===== src/rtl/stream_slave_upsample_mc.sv =====
// stream_slave_upsample_mc: multi-channel AXI4-Stream upsampler with zero/hold insertion and tail flush; FIR_UPS_HOLD_EN enables zero-order hold
module stream_slave_upsample_mc #(
  parameter int DATA_W = 16,
  parameter int CH = 2,
  parameter int RATE_W = 4,
  parameter int TAIL_W = 8
) (
  input  logic                     S_AXIS_ACLK,
  input  logic                     S_AXIS_ARESET,
  input  logic [CH*DATA_W-1:0]     S_AXIS_TDATA,
  input  logic [CH*DATA_W/8-1:0]   S_AXIS_TSTRB,
  input  logic                     S_AXIS_TLAST,
  input  logic                     S_AXIS_TVALID,
  output logic                     S_AXIS_TREADY,
  input  logic [RATE_W-1:0]        rate,
  input  logic [TAIL_W-1:0]        tail,
  input  logic                     hold_mode,
  output logic [CH*DATA_W-1:0]     out_data,
  output logic                     out_valid,
  input  logic                     out_ready,
  output logic                     out_last,
  output logic                     busy
);
  localparam int W = CH*DATA_W;
  typedef enum logic [1:0] {VALUE, ZERO, LAST_ZERO, TAIL} state_t;
  state_t state_q, state_d;
  logic [RATE_W-1:0] cnt_q, cnt_d, rate_q, rate_d, rate_e;
  logic [TAIL_W-1:0] tcnt_q, tcnt_d, tail_q, tail_d, tail_e;
  logic [W-1:0] out_data_q, out_data_d, ins;
  logic out_valid_q, out_valid_d, out_last_q, out_last_d, first_q, first_d;
  logic adv, acc, unused_ok;
  assign adv = !out_valid_q || out_ready;
  assign S_AXIS_TREADY = (state_q == VALUE) && adv && !S_AXIS_ARESET;
  assign acc = S_AXIS_TVALID && S_AXIS_TREADY;
  assign rate_e = first_q ? rate : rate_q;
  assign tail_e = first_q ? tail : tail_q;
  assign busy = state_q != VALUE;
  assign out_data = out_data_q;
  assign out_valid = out_valid_q;
  assign out_last = out_last_q;
  assign unused_ok = ^{S_AXIS_TSTRB, hold_mode};
`ifdef FIR_UPS_HOLD_EN
  logic [W-1:0] hold_q, hold_d;
  assign ins = hold_mode ? hold_q : '0;
  // remember the last accepted sample for zero-order hold
  always_comb hold_d = acc ? S_AXIS_TDATA : hold_q;
  // hold register
  always_ff @(posedge S_AXIS_ACLK) hold_q <= S_AXIS_ARESET ? '0 : hold_d;
`else
  assign ins = '0;
`endif
  // next state, counters and output register contents; everything advances only on adv
  always_comb begin
    state_d = state_q;
    cnt_d = cnt_q;
    tcnt_d = tcnt_q;
    rate_d = rate_q;
    tail_d = tail_q;
    first_d = first_q;
    out_data_d = out_data_q;
    out_valid_d = out_valid_q;
    out_last_d = out_last_q;
    if (adv) begin
      out_valid_d = 1'b1;
      out_last_d = 1'b0;
      case (state_q)
        VALUE: begin
          out_valid_d = acc;
          if (acc) begin
            out_data_d = S_AXIS_TDATA;
            rate_d = rate_e;
            tail_d = tail_e;
            first_d = S_AXIS_TLAST;
            if (rate_e != '0) begin
              state_d = S_AXIS_TLAST ? LAST_ZERO : ZERO;
              cnt_d = RATE_W'(1);
            end else if (S_AXIS_TLAST && tail_e != '0) begin
              state_d = TAIL;
              tcnt_d = TAIL_W'(1);
            end else out_last_d = S_AXIS_TLAST;
          end
        end
        ZERO, LAST_ZERO: begin
          out_data_d = ins;
          cnt_d = cnt_q + RATE_W'(1);
          if (cnt_q == rate_q) begin
            cnt_d = '0;
            state_d = (state_q == ZERO || tail_q == '0) ? VALUE : TAIL;
            tcnt_d = (state_q == LAST_ZERO && tail_q != '0) ? TAIL_W'(1) : tcnt_q;
            out_last_d = state_q == LAST_ZERO && tail_q == '0;
          end
        end
        default: begin
          out_data_d = '0;
          tcnt_d = tcnt_q + TAIL_W'(1);
          if (tcnt_q == tail_q) begin
            out_last_d = 1'b1;
            state_d = VALUE;
            tcnt_d = '0;
          end
        end
      endcase
    end
  end
  // state and output registers with synchronous reset
  always_ff @(posedge S_AXIS_ACLK) begin
    if (S_AXIS_ARESET) begin
      state_q <= VALUE;
      cnt_q <= '0;
      tcnt_q <= '0;
      rate_q <= '0;
      tail_q <= '0;
      first_q <= 1'b1;
      out_data_q <= '0;
      out_valid_q <= 1'b0;
      out_last_q <= 1'b0;
    end else begin
      state_q <= state_d;
      cnt_q <= cnt_d;
      tcnt_q <= tcnt_d;
      rate_q <= rate_d;
      tail_q <= tail_d;
      first_q <= first_d;
      out_data_q <= out_data_d;
      out_valid_q <= out_valid_d;
      out_last_q <= out_last_d;
    end
  end
endmodule


===== config.mk =====
export PLATFORM = sky130hd
export DESIGN_NAME = stream_slave_upsample_mc
export DESIGN_NICKNAME = d
export VERILOG_FILES = /design/src/rtl/stream_slave_upsample_mc.sv
export SDC_FILE = /design/constraint.sdc
export NUM_CORES = 1
export LEC_CHECK = 0
export ABC_CLOCK_PERIOD_IN_PS = 2300
export BUFFER_PORTS_ARGS = -buffer_cell sky130_fd_sc_hd__buf_2
export CORE_ASPECT_RATIO = 0.7
export CORE_UTILIZATION = 52
export CTS_BUF_LIST = sky130_fd_sc_hd__clkbuf_4 sky130_fd_sc_hd__clkbuf_8
export DETAILED_ROUTE_END_ITERATION = 8
export PLACE_DENSITY = 0.82
export SYNTH_ARGS = -nofsm -noshare
export SYNTH_HDL_FRONTEND = slang
export SYNTH_SLANG_ARGS = --single-unit

===== constraint.sdc =====
create_clock -name S_AXIS_ACLK -period 2.3 [get_ports S_AXIS_ACLK]
set_input_delay 0 -clock S_AXIS_ACLK [delete_from_list [all_inputs] [get_ports S_AXIS_ACLK]]
set_output_delay 0 -clock S_AXIS_ACLK [all_outputs]
set_load 0.03 [all_outputs]

==> results.sh, run 1 <==
export IMPL_cp_start_kind="register"
export IMPL_dp_slack_ns=0.2737
export IMPL_fin_crit_sh=0.8918
export IMPL_maxSlewHeadroom=0.5988
export IMPL_crit_family="compound AO/OA/AOI/OAI gates"
export IMPL_clk_pin_slew_ns=0.07
export IMPL_design_area_um2=3944
export IMPL_ioPinCount=90
export IMPL_root_buffer="clkbuf_8"
export IMPL_tightest_slew_ns=0.5963
export IMPL_initial_core_util=0.5603
export IMPL_dp_hpwl_mm=4.580
export IMPL_num_vias=2793
export IMPL_cp_required_ns=2.54
export IMPL_chipWidth_um=89.44
export IMPL_grt_use_total=0.3006
export IMPL_yosysSeqAreaShare=0.4388
export IMPL_slew_viol_final=0
export IMPL_criticalPathCategory="reg -> reg"
export IMPL_clk_path_buf_depth=2
export IMPL_grt_pass1_wl_mm=12.82
export IMPL_cp_buffers_inverters=2
export IMPL_final_cell_mix="buf_2, dfxtp_1, nor2_1"
export IMPL_path_cells="inv_1 -> ha_1 -> inv_1 -> a221o_1 -> a21oi_2 -> and4_1 -> xnor2_1 -> nor2_1"
export IMPL_overflow=0
export IMPL_status="completed"
export IMPL_period_minus_slack_ns=2.051
export IMPL_path_max_fanout=7
export IMPL_drc_errors=0
export IMPL_crit_arrival_ns=2.30
export IMPL_chipHeight_um=63.21
export IMPL_avgSynthCellArea_um2=8.834
export IMPL_finalSetupViolCount=0
export IMPL_ys_top_cells_by_area="dfxtp_1, a22oi_1, nor2_1"
export IMPL_cp_end_kind="register"
export IMPL_cts_sinks=61
export IMPL_fin_nets=507
export IMPL_holdBufCountCts=47
export IMPL_drv_cap=0
export IMPL_max_vdd_ir_drop_uv=673.9
export IMPL_tritoncts="yes"
export IMPL_numPortBuffers=84
export IMPL_syn_inst=315
export IMPL_routed_wl_mm=7.799
export IMPL_skew_ns=0.01079
export IMPL_ant_nets=0
export IMPL_core_area_um2=4966
export IMPL_ys_warnings_count=0
export IMPL_hold_viol=0
export IMPL_drive_gt1_frac=0.2572
export IMPL_drt_iter0_drc=167
export IMPL_worst_path_max_delay_cell="dfxtp_1"
export IMPL_die_area_um2=5653
export IMPL_gp_congestion=0.8076
export IMPL_synth_area_leader_cell="dfxtp_1"
export IMPL_synth_cell_types=48
export IMPL_cts_buffers=9
export IMPL_viasPerCell=5.371
export IMPL_cpMostUsedCell="inv_1"
export IMPL_fin_tns_setup_ns=0
export IMPL_wire_per_inst_um=15.00
export IMPL_syn_area_um2=2783
export IMPL_grt_max_degree=52
export IMPL_diodes=0
export IMPL_rsz0062_at_grt="false"
export IMPL_final_common_cell="buf_2"
export IMPL_synth_top_cell_area_share=0.4388
export IMPL_fin_total_pwr_mw=3.483
export IMPL_min_path_type="in -> reg"
export IMPL_worst_slack_ns=0.2489
export IMPL_synthArstFlopShare=0
export IMPL_syn_nets=376
export IMPL_ys_ff_latch=61
export IMPL_h_tree_depth=3
export IMPL_drtPass1Iterations=5
export IMPL_power_leakage_nw=1.769
export IMPL_ys_flop_type="dfxtp_1"
export IMPL_p_per_area_nw_per_um2=883.2
export IMPL_antenna_found_initial=0
export IMPL_row_count=21
export IMPL_grt_pass1_vias=2693
export IMPL_syn_to_final_growth_pct=41.73
export IMPL_max_freq_mhz=487.6
export IMPL_fillCellCount=319
export IMPL_cts_resized=0
export IMPL_postPlaceCellArea_um2=3266
export IMPL_post_cts_buffers=0
export IMPL_synth_edf_count=0
export IMPL_clk_latency_ns=0.36
export IMPL_critical_path_max_stage_delay_ns=0.35
-- state kept, by name, indices dropped and copies added (netlist names) --
| register | cells |
|---|---|
| out_last | 1 |
| state_q | 2 |
| tcnt_q | 8 |
| cnt_q | 4 |
| out_valid | 1 |
| first_q | 1 |
| tail_q | 8 |
| rate_q | 4 |
| out_data | 32 |
-- cells by family after synthesis --
kind of cell             after synthesis  synth area share
multiplexers                           4           0.01439
flip-flops                            61            0.4388
buffers and inverters                 24           0.03372
XOR/XNOR                              14           0.04407
adder cells (fa/ha/maj)                7           0.03147
AO/OA/AOI/OAI                         80            0.2163
AND/OR/NAND/NOR                      125            0.2212
-- power by group --
part	switching, mW	internal [mW]
registers	0.113	1.18
logic	0.734	0.459
clock network	0.463	0.536
total	1.31	2.17
-- cell usage after synthesis, types with 5 or more instances --
cell and n:
a21oi_1 5, a22oi_1 34, clkbuf_1 12, dfxtp_1 61, ha_1 7, inv_1 8
nand2_1 38, nand2b_1 5, nor2_1 49, nor2b_1 5, nor4_1 6, o21ai_0 11
o21ai_1 5, xor2_1 13
-- path summary, 6_finish.rpt --
path | start | to | cells past startpoint | slack, ns
worst min register to register | out_last | out_last | 2 | 0.47
worst max-delay path | state_q[0] | cnt_q[3] | 8 | 0.25
worst max register to register | state_q[0] | cnt_q[3] | 8 | 0.25
worst min-delay path | S_AXIS_ARESET | first_q | 5 | 0.20
-- cell type report --
cell class / count / area, µm² / area share
Timing Repair Buffer: 136 / 928.4 / 0.2354
Clock inverter: 6 / 70.07 / 0.01777
Clock buffer: 10 / 137.6 / 0.03490
Tap cell: 69 / 86.33 / 0.02189
Inverter: 8 / 30.03 / 0.007614
Multi-Input combinational cell: 230 / 1470 / 0.3728
Sequential cell: 61 / 1221 / 0.3096
-- worst reg2reg max path: cells and delay by family, from the launching register on --
kind,cells,cell delay [ns]
adders and majority gates,1,0.28
and+or+nand+nor,2,0.31
buffers and inverters,2,0.25
xor gates and xnor gates,1,0.12
AOI/OAI and AO/OA,2,0.64
DFF,1,0.35
-- routing by layer --
layer | global-route usage | up-vias | wire, µm
li1 | - | 1388 | -
met1 | 0.3572 | 1304 | 3363
met2 | 0.5029 | 84 | 3856
met3 | 0.09436 | 17 | 408
met4 | 0.1131 | 0 | 170
met5 | 0 | - | 0
-- metrics by stage --
stage / std cells / hold slack, ns / utilization
after global placement: 457 / 0.2145 / 0.6576
after global routing: 520 / 0.2236 / 0.7942
after floorplan: 315 / 0.1086 / -
final: 520 / 0.2016 / 0.7942
after detailed placement: 457 / 0.2195 / 0.6576
after CTS: 520 / 0.1595 / 0.7942
No activity file was read; power rests on OpenSTA's default activity.
==> run 2, diff against run 1 <==
REMOVE_ABC_BUFFERS = 1   (was default)
==> run 2 against run 1 <==
  * Sequential share of layout area down 0.21 points
  * Critical path depth did not move
  * Global-route usage increased by 1.2 points
  * Clock power is 17% higher
  * Cell count is 0.19% lower
  * Cell area is 0.70% higher
  * Utilization grew 0.55 points
  * Power increased by 5.1%
  * Via count is 5.0% higher
  * Non-clock buffer count down 1
  * Sequential power about the same
  * Register-to-register slack got worse by 0.05 ns
  * Largest power group unchanged
  * Highest routed layer unchanged
==> results.sh, run 2 (synthesis results as in run 1) <==
export IMPL_root_buffer="clkbuf_8"
export IMPL_chipHeight_um=63.21
export IMPL_rsz0062_at_grt="false"
export IMPL_cts_buffers=9
export IMPL_met2_length_mm=4.134
export IMPL_seqCellArea_um2=1221
export IMPL_clk_path_buf_depth=2
export IMPL_ioPinCount=90
export IMPL_final_common_cell="buf_2"
export IMPL_highest_layer="met4"
export IMPL_cp_required_ns=2.54
export IMPL_numPortBuffers=84
export IMPL_antenna_found_initial=0
export IMPL_skew_ns=0.009981
export IMPL_max_freq_mhz=477.0
export IMPL_overflow=0
export IMPL_h_tree_depth=3
export IMPL_gp_congestion=0.8644
export IMPL_clk_pin_slew_ns=0.07
export IMPL_path_max_fanout=7
export IMPL_min_path_type="in -> reg"
export IMPL_period_minus_slack_ns=2.097
export IMPL_cp_end_kind="register"
export IMPL_routed_wl_mm=8.265
export IMPL_fin_total_pwr_mw=3.660
export IMPL_grt_pass1_wl_mm=13.29
export IMPL_clk_latency_ns=0.35
export IMPL_dp_hpwl_mm=4.793
export IMPL_multi_input_area_um2=1470
export IMPL_fillCellCount=312
export IMPL_tightest_slew_ns=0.6644
export IMPL_slew_viol_final=0
export IMPL_post_cts_buffers=0
export IMPL_viasPerCell=5.651
export IMPL_grt_pass1_vias=2862
export IMPL_fin_crit_sh=0.9115
export IMPL_power_leakage_nw=1.789
export IMPL_crit_arrival_ns=2.34
export IMPL_finalSetupViolCount=0
export IMPL_fin_nets=506
export IMPL_ant_nets=0
export IMPL_drc_errors=0
export IMPL_drv_cap=0
export IMPL_chipWidth_um=89.44
export IMPL_p_per_area_nw_per_um2=921.7
export IMPL_grt_max_degree=52
export IMPL_hold_viol=0
export IMPL_syn_to_final_growth_pct=42.72
export IMPL_worst_slack_ns=0.2035
export IMPL_cp_start_kind="register"
export IMPL_drtPass1Iterations=5
export IMPL_final_cell_mix="buf_2, dfxtp_1, nor2_1"
export IMPL_die_area_um2=5653
export IMPL_row_count=21
export IMPL_initial_core_util=0.5603
export IMPL_max_vdd_ir_drop_uv=584.6
export IMPL_maxSlewHeadroom=0.5530
export IMPL_criticalPathCategory="reg -> reg"
export IMPL_num_vias=2933
export IMPL_drive_gt1_frac=0.2556
export IMPL_drt_iter0_drc=316
export IMPL_tritoncts="yes"
export IMPL_diodes=0
export IMPL_core_area_um2=4966
export IMPL_met1_length_mm=3.264
export IMPL_grt_use_total=0.3128
export IMPL_dp_slack_ns=0.2152
export IMPL_wire_per_inst_um=15.92
export IMPL_cts_sinks=61
export IMPL_whs_ns=0.2272
export IMPL_holdBufCountCts=47
export IMPL_met3_length_um=457
export IMPL_cts_resized=0
export IMPL_status="completed"
export IMPL_largest_reg_flops=32
[run 2: changes by cell type in the layout (fill, tap and decap cells not counted)]
| cell | before | now |
|---|---|---|
| clkbuf_8 | 10 | 9 |
| bufinv_16 | 1 | 3 |
| clkinvlp_4 | 3 | 1 |
| clkinv_2 | 0 | 1 |
| clkinv_4 | 0 | 1 |
| buf_4 | 5 | 4 |
| inv_6 | 2 | 0 |
| clkbuf_4 | 0 | 1 |
[run 2: worst paths after layout]
check	cells past startpoint	end	from	slack, ns
setup / recovery	8	cnt_q[3]	state_q[0]	0.20
hold / removal	5	first_q	S_AXIS_ARESET	0.23
setup reg to reg	8	cnt_q[3]	state_q[0]	0.20
hold reg to reg	2	out_last	out_last	0.48
[run 2: where the power goes]
| part | switching, mW | leakage (nW) | total [mW] | internal (mW) |
|---|---|---|---|---|
| sequential | 0.114 | 0.497 | 1.29 | 1.18 |
| combinational | 0.751 | 1.17 | 1.20 | 0.449 |
| clock | 0.439 | 0.120 | 1.17 | 0.732 |
[run 2: critical path, stage by stage, from the launching register on]
cell	delay [ns]
dfxtp_1	0.36
inv_1	0.10
ha_1	0.27
inv_1	0.15
a221o_1	0.35
a21oi_2	0.33
and4_1	0.26
xnor2_1	0.12
nor2_1	0.06
[run 2: per-layer routing]
metal,vias up,GRT usage
met3,41,0.08519
met4,0,0.1925
met5,-,0
li1,1384,-
met2,145,0.5181
met1,1363,0.3538
[run 2: cell type report]
type	instances	area share
tap	69	0.02174
clock buffer	10	0.03308
multi-input combinational	230	0.3702
inverter	8	0.007561
sequential	61	0.3075
clock inverter	6	0.02804
timing repair buffer	135	0.2319
[run 2: per-stage QoR]
stage	cells	area, µm²	util	setup TNS [ns]
2_1_floorplan	299	2719	-	-6.038
3_3_place_gp	456	3258	0.6561	0
3_5_place_dp	456	3258	0.6561	0
4_1_cts	519	3971	0.7997	0
5_1_grt	519	3971	0.7997	0
6_report	519	3971	0.7997	0
